<file path="src/rtl/fetch_seq.sv">
`default_nettype none
// ============================================================================
//  Module   : fetch_seq
//  Purpose  : Instruction fetch sequencer. Owns the program counter, reads a
//             combinational program ROM and assembles 1- or 2-byte
//             instructions for the decoder over a valid/ready handshake.
//             Jump loads restart the fetch and discard any partial fetch.
//  Option   : FETCH_ICOUNT_EN - adds ICOUNT, a 16-bit count of completed
//             decoder handshakes.
//  Revision : 1.0 - initial release
// ============================================================================
module fetch_seq #(
  parameter int                   ADDR_W    = 12,
  parameter int                   DATA_W    = 8,
  parameter int                   OPC_W     = 4,
  parameter logic [2**OPC_W-1:0]  LONG_MASK = 16'h0F00
) (
  input  logic                      CLK,
  input  logic                      RST,
  input  logic                      EN,
  input  logic                      LOAD,
  input  logic [ADDR_W-1:0]         LOAD_ADDR,
  output logic [ADDR_W-1:0]         MEM_ADDR,
  input  logic [DATA_W-1:0]         MEM_DATA,
  output logic                      INSTR_VALID,
  input  logic                      INSTR_READY,
  output logic [OPC_W-1:0]          OPCODE,
  output logic [DATA_W-OPC_W-1:0]   OPERAND,
  output logic [DATA_W-1:0]         IMM,
  output logic                      IS_LONG,
  output logic [ADDR_W-1:0]         INSTR_PC
`ifdef FETCH_ICOUNT_EN
  ,
  output logic [15:0]               ICOUNT
`endif
);

  localparam int OPR_W = DATA_W - OPC_W;

  typedef enum logic [1:0] {
    S_F1   = 2'd0,
    S_F2   = 2'd1,
    S_HOLD = 2'd2
  } state_t;

  state_t              state_q;
  logic [ADDR_W-1:0]   pc_q;
  logic                valid_q;
  logic [OPC_W-1:0]    opcode_q;
  logic [OPR_W-1:0]    operand_q;
  logic [DATA_W-1:0]   imm_q;
  logic                is_long_q;
  logic [ADDR_W-1:0]   instr_pc_q;

  logic [OPC_W-1:0]    rom_opc;
  logic [OPR_W-1:0]    rom_opr;
  logic [ADDR_W-1:0]   pc_inc;

  assign rom_opc = MEM_DATA[DATA_W-1 -: OPC_W];
  assign rom_opr = MEM_DATA[OPR_W-1:0];
  // Wraps naturally at the top of the address space.
  assign pc_inc  = pc_q + ADDR_W'(1);

  // Fetch FSM: PC, state and every decoder-facing output are registered here.
  always_ff @(posedge CLK or posedge RST) begin
    if (RST) begin
      state_q    <= S_F1;
      pc_q       <= '0;
      valid_q    <= 1'b0;
      opcode_q   <= '0;
      operand_q  <= '0;
      imm_q      <= '0;
      is_long_q  <= 1'b0;
      instr_pc_q <= '0;
    end else if (EN) begin
      if (LOAD) begin
        // Jump wins over everything; a held instruction accepted in the same
        // cycle still counts as delivered, a partial one is simply dropped.
        pc_q    <= LOAD_ADDR;
        valid_q <= 1'b0;
        state_q <= S_F1;
      end else begin
        case (state_q)
          S_F1: begin
            opcode_q   <= rom_opc;
            operand_q  <= rom_opr;
            imm_q      <= '0;
            instr_pc_q <= pc_q;
            pc_q       <= pc_inc;
            if (LONG_MASK[rom_opc]) begin
              is_long_q <= 1'b1;
              state_q   <= S_F2;
            end else begin
              is_long_q <= 1'b0;
              valid_q   <= 1'b1;
              state_q   <= S_HOLD;
            end
          end
          S_F2: begin
            imm_q   <= MEM_DATA;
            pc_q    <= pc_inc;
            valid_q <= 1'b1;
            state_q <= S_HOLD;
          end
          S_HOLD: begin
            if (INSTR_READY) begin
              valid_q <= 1'b0;
              state_q <= S_F1;
            end
          end
          default: begin
            valid_q <= 1'b0;
            state_q <= S_F1;
          end
        endcase
      end
    end
  end

  assign MEM_ADDR    = pc_q;
  assign INSTR_VALID = valid_q;
  assign OPCODE      = opcode_q;
  assign OPERAND     = operand_q;
  assign IMM         = imm_q;
  assign IS_LONG     = is_long_q;
  assign INSTR_PC    = instr_pc_q;

`ifdef FETCH_ICOUNT_EN
  logic [15:0] icount_q;

  // Count completed handshakes, including one that coincides with a jump.
  always_ff @(posedge CLK or posedge RST) begin
    if (RST) begin
      icount_q <= '0;
    end else if (EN && valid_q && INSTR_READY) begin
      icount_q <= icount_q + 16'd1;
    end
  end

  assign ICOUNT = icount_q;
`endif

endmodule
`default_nettype wire
</file>
<file path="config.mk">
export PLATFORM = sky130hd
export DESIGN_NAME = fetch_seq
export DESIGN_NICKNAME = d
export VERILOG_FILES = /design/src/rtl/fetch_seq.sv
export SDC_FILE = /design/constraint.sdc
export NUM_CORES = 1
export LEC_CHECK = 0
export CELL_PAD_IN_SITES_DETAIL_PLACEMENT = 0
export CELL_PAD_IN_SITES_GLOBAL_PLACEMENT = 1
export CORE_MARGIN = 4
export CORE_UTILIZATION = 34
export DETAILED_ROUTE_END_ITERATION = 10
export GPL_ROUTABILITY_DRIVEN = 0
export MAX_ROUTING_LAYER = met4
export PLACE_DENSITY = 0.87
export SYNTH_ARGS = -nofsm -noshare
export SYNTH_HDL_FRONTEND = slang
export SYNTH_SLANG_ARGS = --single-unit
</file>
<file path="constraint.sdc">
create_clock -name CLK -period 2.28 [get_ports CLK]
set_clock_uncertainty 0.1 [all_clocks]
set_input_delay 0.228 -clock CLK [delete_from_list [all_inputs] [get_ports CLK]]
set_output_delay 0.228 -clock CLK [all_outputs]
set_load 0.005 [all_outputs]
</file>
### Word-level counts from Yosys, hierarchy flattened

Memories as Yosys holds them, arrays and structs flattened.
Cells that the tools add are included.

* bits in registers: 44
* latch bits: 0
* bits in writable memories: 0
* ROM bits: 16
* input bits: 25
* output and inout bits: 42
* word-level logic and storage cells: 38
* memories: 1

* add/sub/neg operators: 1
* $mul: 0
* div/mod/pow operators: 0
* order comparisons: 1
* eq/ne operators: 4
* shift operators: 0
* muxes and demuxes: 13
* bitwise operators: 1
* reduce and logical (&&, ||, !) cells: 9

Memory list
* (no name shown): depth 16, bits a word 1, rd ports 1, clocked after memory_dff 0, write ports 0, line 90 `if (LONG_MASK[rom_opc]) begin`

Operator list (number)
* 2-to-1 mux 12 bit: 2
* one-hot mux 8 bit (2 select lines): 1
* adder 12 x 1 -> 12 bit (second input constant): 1
* AND reduction 3 bit: 3
* 2-to-1 mux 2 bit: 3
* != test 3 bit (second input constant): 2
* one-hot mux 2 bit (3 select lines): 1
* < comparator 4 x 5 -> 1 bit (second input constant): 1
* 2-to-1 mux 1 bit: 5
* AND reduction 2 bit: 2
* nonzero test 2 bit: 2
* one-hot mux 1 bit (3 select lines): 1
* equality test 2 x 1 -> 1 bit (second input constant): 1
* equality test 2 bit (second input constant): 1
* zero test 2 bit: 1
* OR reduction 2 bit: 1
* inverter 1 bit: 1

### Depth between registers and ports, before layout

Gate-level depths: netlist of run 1.

* depth in word-level cells: 5
* depth in mapped cells: 5
* mapped depth without buffers: 5

### Worst setup path before layout of run 1

Ideal clock, no wire load.

* path type: register to register
* start: reg state_q[1]
* end: reg pc_q[10] (netlist: MEM_ADDR[10])
* data arrival time: 1.490 ns
* path slack: 0.561 ns
* stages on the path, launching flop included: 5
* path buffers: 0
* clock period less this slack: 1.719 ns
* path through: dfrtp_1 or3b_1 or3_4 o32ai_1 a21oi_1

* word-level cells in the longest chain between the ends: 4

Ends and longest elaborated chain
* start: declaration: line 46 `state_t state_q;`
* start signal: assignment: line 67 `state_q <= S_F1;`
* start signal: assignment: line 81 `state_q <= S_F1;`
* start signal: assignment: line 92 `state_q <= S_F2;`
* equality test 2 x 1 -> 1 bit or zero test 2 bit (tied branches): line 83 `case (state_q)`
* OR reduction 2 bit (no source line) (*)
* nonzero test 2 bit (no source line) (*)
* AND reduction 2 bit (no source line) (*)
* end signal: assignment: line 89 `pc_q <= pc_inc;`
* end signal: assignment: line 101 `pc_q <= pc_inc;`
* end: declaration: line 47 `logic [ADDR_W-1:0] pc_q;`

Mark *: on every way between the ends. The rest lies on a longest branch, timed or not.
A chain may end at the register's enable or synchronous reset.

### Worst setup path after layout of run 1

Same ends and word-level chain as after synthesis.

==> results.yml, run 1 <==
layout:
  area_growth_pct: 45.7
  regArea_um2: 1100
  nets: 284
  final_area_um2: 2880
  antennaDiodeCount: 0
  post-route-util_pct: 51.6
  fin_cells: 331
  drive_above_1_share_pct: 16.2
  fill_cells: 525
  multi_input_area_um2: 822
yosys:
  avgSynthCellArea_um2: 10.8
  synth.largest_area_cell: "dfrtp_1"
  synth_top_family_by_area: "compound AO/OA/AOI/OAI gates"
  synthArstFlopShare_pct: 100
  synth_xor_area_share_pct: 0
  synth_common_cells: "dfrtp_1, nand2_1, mux2_2, o21ai_0"
  synthAdderAreaFrac_pct: 0.633
  synth_ff_type: "dfrtp_1"
  yosysWarnings: 0
  synth_area_um2: 1980
  syn_nets: 209
  synth.area.mux_share_pct: 13.5
  yosys.area_share.simple_pct: 13.2
  synth.distinct_cells: 38
  synth_area_leaders: "dfrtp_1, mux2_2, nand2_1"
  synth_seq_cells: 44
  synth_top_area_share_pct: 55.7
  synth_compound_area_share_pct: 14.2
  syn_inst: 183
  synth_most_common_cell: "dfrtp_1"
  yosysSeqAreaShare_pct: 55.7
  synth_edf_count: 0
worst_setup_path:
  rr_worst_depth: 4
  reg2reg_to: "MEM_ADDR[10]"
  cp-start-kind: "register"
  cp.arrival_ns: 1.98
  critPathMaxFanout: 6
  rrSetupSlack_ns: 0.39
  worst-setup-path-type: "reg -> reg"
  crit_path_end_kind: "register"
  cp.required_ns: 2.37
  worstReg2RegStart: "state_q[1]"
clock_tree:
  ctsResizeCount: 0
  holdBufCountCts: 0
  htree_num_levels: 2
  cts.clk_slew.worst_paths_ns: 0.09
  worstSkewPairLatency_ns: 0.30
  cts_tree: "yes"
  cts_sinks: 44
  numCtsBuffers: 5
  post_cts.repair.setup_buffers: 0
  cts-root-buf: "clkbuf_8"
  cts_buffer_depth: 2
die:
  num_rows: 27
  pin_count: 67
  start_util_pct: 35.4
  core_area_um2: 5570
  die_w_um: 84.2
  die_area_um2: 7090
  fp.dieH_um: 84.2
power_and_ir_drop:
  ir_worst_vdd_v: 0.000503
  leakage_nw: 1.18
  pwr_density_cell_nw_per_um2: 859
detailed_routing:
  drt_first_pass_iters: 4
  remaining_drc_errors: 0
  totalWireLength_um: 5120
  wl_per_cell_um: 15.5
  antenna_left: 0
  routed_via_density: 5.13
  first_iter_violations: 73
  vias: 1698
timing:
  finalCritPeriodShare_pct: 83.0
  hold_slack_ns: 0.244
  finalSetupTns_ns: 0
  relSlewSlack_pct: 54.3
  rsz0062_at_grt: "no"
  worstMarginPinSlew_ns: 0.685
  period_needed_ns: 1.89
  hold_viol_final: 0
  setup_viol: 0
  finalMaxSlewViolations: 0
  fmax_ghz: 0.528
grt:
  grt_pass1_wl_um: 8650
  grt_max_degree: 34
  grt-ovfl-total: 0
  antenna_found_initial: 0
  grt_pass1_vias: 1698
  grt_use_total_pct: 15.4
place:
  place.port_buffers: 66
  dpl_cell_area_um2: 2760
  dp_hpwl_um: 3860
  placedCellCount: 323
worst_hold_path:
  hold_path.class: "in -> async"
outcome:
  status: "complete, no violations"
flow_run:
  maxCapViolations: 0
cell families (layout without fill, tap and decap cells):
logic type                 Yosys count  in the layout
muxes                               24             24
AOI/OAI and AO/OA                   45             45
buffers and inverters               13             89
adders and majority gates            1              1
and+or+nand+nor                     56             56
DFF                                 44             44
sequential cells by signal, summed over array words and instances (netlist names):
| signal | count |
|---|---|
| INSTR_VALID | 1 |
| INSTR_PC | 12 |
| state_q | 2 |
| IS_LONG | 1 |
| MEM_ADDR | 12 |
| OPERAND | 4 |
| IMM | 8 |
| OPCODE | 4 |
layer usage:
layer | GRT usage (%) | part of all wire, % | up-vias
li1 | - | - | 803
met1 | 20.4 | 46 | 819
met2 | 22.4 | 44 | 67
met3 | 5.00 | 8.0 | 9
met4 | 4.68 | 1.7 | 0
met5 | - | 0 | -
metrics by stage:
step           power (W)  setup WS, ns
2_1_floorplan    0.00137         0.561
3_3_place_gp     0.00186         0.175
3_5_place_dp     0.00188         0.144
4_1_cts          0.00251         0.411
5_1_grt          0.00263         0.316
6_report         0.00247         0.388
worst max path at each step:
stage                     startpoint  slack [ns]      endpoint  depth (start not counted)
final                     state_q[1]        0.39  MEM_ADDR[10]                          4
after global routing      state_q[1]        0.32  MEM_ADDR[11]                          4
after CTS                 state_q[1]        0.41  MEM_ADDR[10]                          4
after detailed placement        LOAD        0.14  MEM_ADDR[10]                          5
after global placement          LOAD        0.17  MEM_ADDR[10]                          5
after floorplan           state_q[1]        0.56  MEM_ADDR[10]                          4
cells in the final DEF, fill, tap and decap left out, types with 2 or more instances in the layout:
cell,Yosys,layout
a21o_1,2,2
a21oi_1,9,9
a22oi_1,2,2
and3_1,2,2
buf_4,1,9
clkbuf_8,0,5
clkdlybuf4s50_1,0,66
dfrtp_1,44,44
inv_1,5,4
mux2_2,21,21
mux2i_1,3,3
nand2_1,26,26
nand3_1,6,6
nor2_1,9,8
nor3_1,4,4
o21ai_0,17,17
o2bb2ai_1,2,2
o31a_1,2,2
o31ai_1,2,2
or3_1,2,2
area by class of cell:
cell class / count / area share (%)
inverters: 6 / 0.782
flip-flops and latches: 44 / 38.2
well taps: 72 / 3.13
clock inverters: 3 / 1.61
multi-input cells: 126 / 28.6
repair buffers: 75 / 25.3
clock buffers: 5 / 2.39
power by group:
| part | internal [W] | switching [W] | leakage, nW |
|---|---|---|---|
| clock network | 0.000330 | 0.000286 | 0.0548 |
| registers | 0.000958 | 0.000147 | 0.534 |
| logic | 0.000499 | 0.000252 | 0.595 |
| total | 0.00179 | 0.000685 | 1.18 |
worst max-delay path, stage by stage (launching register included):
cell and delay, ns:
dfrtp_1 0.45, or3b_1 0.44, or3_4 0.43, o32ai_1 0.29, a21oi_1 0.07
Note: power is estimated with default switching activity, not from simulation.
==> inputs of run 2 (changes only) <==
--- a/config.mk
+++ b/config.mk
@@ -8,11 +8,11 @@
 export CELL_PAD_IN_SITES_DETAIL_PLACEMENT = 0
 export CELL_PAD_IN_SITES_GLOBAL_PLACEMENT = 1
 export CORE_MARGIN = 4
-export CORE_UTILIZATION = 34
+export CORE_UTILIZATION = 31
 export DETAILED_ROUTE_END_ITERATION = 10
 export GPL_ROUTABILITY_DRIVEN = 0
 export MAX_ROUTING_LAYER = met4
-export PLACE_DENSITY = 0.87
+export PLACE_DENSITY = 0.84
 export SYNTH_ARGS = -nofsm -noshare
 export SYNTH_HDL_FRONTEND = slang
 export SYNTH_SLANG_ARGS = --single-unit
==> constraint.sdc (replaced) <==
create_clock -name CLK -period 1.6 [get_ports CLK]
set_clock_uncertainty 0.1 [all_clocks]
set_input_delay 0.16 -clock CLK [delete_from_list [all_inputs] [get_ports CLK]]
set_output_delay 0.16 -clock CLK [all_outputs]
set_load 0.005 [all_outputs]
==> run 2 against run 1 <==
The run now ends with negative setup slack left. Die area rose by 8.7%. Clock-buffer cell count did not move. Design area up 15%. Critical path type unchanged. Critical endpoint is now INSTR_PC[3]. Largest cell class unchanged.
==> results.yml, run 2 (same netlist as run 1, synthesis figures left out) <==
power_and_ir_drop:
  ir_worst_vdd_v: 0.000667
  pwr_density_cell_nw_per_um2: 1160
  leakage_nw: 1.47
outcome:
  status: "finished, violations left"
  violations: "negative setup slack"
clock_tree:
  holdBufCountCts: 0
  cts_sinks: 44
  cts-root-buf: "clkbuf_8"
  cts.clk_slew.worst_paths_ns: 0.09
  htree_num_levels: 2
  cts_buffer_depth: 2
  worstSkewPairLatency_ns: 0.31
  cts_tree: "yes"
  numCtsBuffers: 5
timing:
  period_needed_ns: 1.70
  fmax_ghz: 0.587
  worstMarginPinSlew_ns: 0.289
  relSlewSlack_pct: 80.7
  fin_ws_ns: -0.104
  hold_slack_ns: 0.0919
  setup_viol: 26
  rsz0062_at_grt: "yes"
  finalCritPeriodShare_pct: 107
  finalSetupTns_ns: -2.14
  hold_viol_final: 0
  finalMaxSlewViolations: 0
worst_setup_path:
  cp.required_ns: 1.69
  cp.arrival_ns: 1.80
  worstReg2RegStart: "state_q[1]"
  slowest_stage: "or3b_4"
  critPathMaxFanout: 10
  crit_chain: "or3b_4, nor2_4, buf_12, mux2_2"
  critPathMaxStageDelay_ns: 0.40
  worstSetupStartpoint: "state_q[1]"
  worst-setup-path-type: "reg -> reg"
  cp-start-kind: "register"
  crit_path_end_kind: "register"
layout:
  nets: 314
  area_growth_pct: 68.1
  antennaDiodeCount: 0
  mostFrequentLayoutCells: "clkdlybuf4s50_1, dfrtp_1, buf_4"
  drive_above_1_share_pct: 29.4
  layout_commonest_cell: "clkdlybuf4s50_1"
  post-route-util_pct: 54.8
detailed_routing:
  antenna_left: 0
  wl_per_cell_um: 15.7
  totalWireLength_um: 5700
  remaining_drc_errors: 0
  vias: 1813
  first_iter_violations: 52
  drt_first_pass_iters: 4
  routed_via_density: 4.98
die:
  start_util_pct: 32.6
  fp.dieH_um: 87.8
  die_w_um: 87.8
  die_area_um2: 7710
  core_area_um2: 6060
  pin_count: 67
  num_rows: 28
grt:
  grt_pass1_wl_um: 9320
  grt_pass1_vias: 1881
  grt-ovfl-total: 0
  antenna_found_initial: 0
  grt_max_degree: 45
  grt_use_total_pct: 16.0
place:
  place.port_buffers: 66
  dp_hpwl_um: 3880
flow_run:
  maxCapViolations: 0
worst_hold_path:
  hold_path.class: "in -> async"
run 2: worst paths after layout:
kind / to / slack (ns) / cells after the start
worst max-delay path: INSTR_PC[3] / -0.10 / 4
worst min-delay path: INSTR_PC[2] / 0.09 / 3
worst max register to register: INSTR_PC[3] / -0.10 / 4
worst min register to register: IMM[5] / 0.39 / 2
max in group asynchronous: MEM_ADDR[11] / 1.09 / 3
min in group CLK: IMM[3] / 0.34 / 3
run 2: stage by stage:
stage	power [W]	setup WS [ns]	cells	area, um^2
6_report	0.00386	-0.104	364	3320
5_1_grt	0.00409	-0.179	364	3320
4_1_cts	0.00377	-0.154	358	3180
3_5_place_dp	0.00279	-0.378	346	2950
3_3_place_gp	0.00277	-0.356	346	2950
2_1_floorplan	0.00196	-0.0611	183	1990
run 2: power by group:
part | internal [W] | switching, W | leakage, nW | total [W]
clock network | 0.000470 | 0.000415 | 0.0583 | 0.000885
registers | 0.00137 | 0.000165 | 0.534 | 0.00153
logic | 0.000954 | 0.000495 | 0.879 | 0.00145
total | 0.00279 | 0.00107 | 1.47 | 0.00386
run 2: per-layer routing:
layer / track usage (%) / vias to the layer above / routed length, um
met5: - / - / 0
met4: 2.93 / 0 / 31
met3: 4.42 / 5 / 438
met2: 24.6 / 68 / 2640
met1: 21.4 / 875 / 2590
li1: - / 865 / -
run 2: timing repair:
action,in CTS,in global routing
setup buffers,3,6
cloned,1,1
gates resized for setup,18,29
endpoints found under the setup margin,27,44
hold endpoints to repair,0,0
pin swaps,6,4
run 2: worst max-delay path: cells and delay by family (launching register included):
| family | cells | cell delay [ns] |
|---|---|---|
| buffers and inverters | 1 | 0.17 |
| DFF | 1 | 0.39 |
| muxes | 1 | 0.33 |
| and+or+nand+nor | 2 | 0.59 |
run 2: area by class of cell:
class	count	area (um^2)
sequential	44	1100
clock inverter	3	47.5
multi-input combinational	126	955
inverter	6	22.5
timing repair buffer	105	1030
clock buffer	5	68.8
fill	556	2740
tap	75	93.8
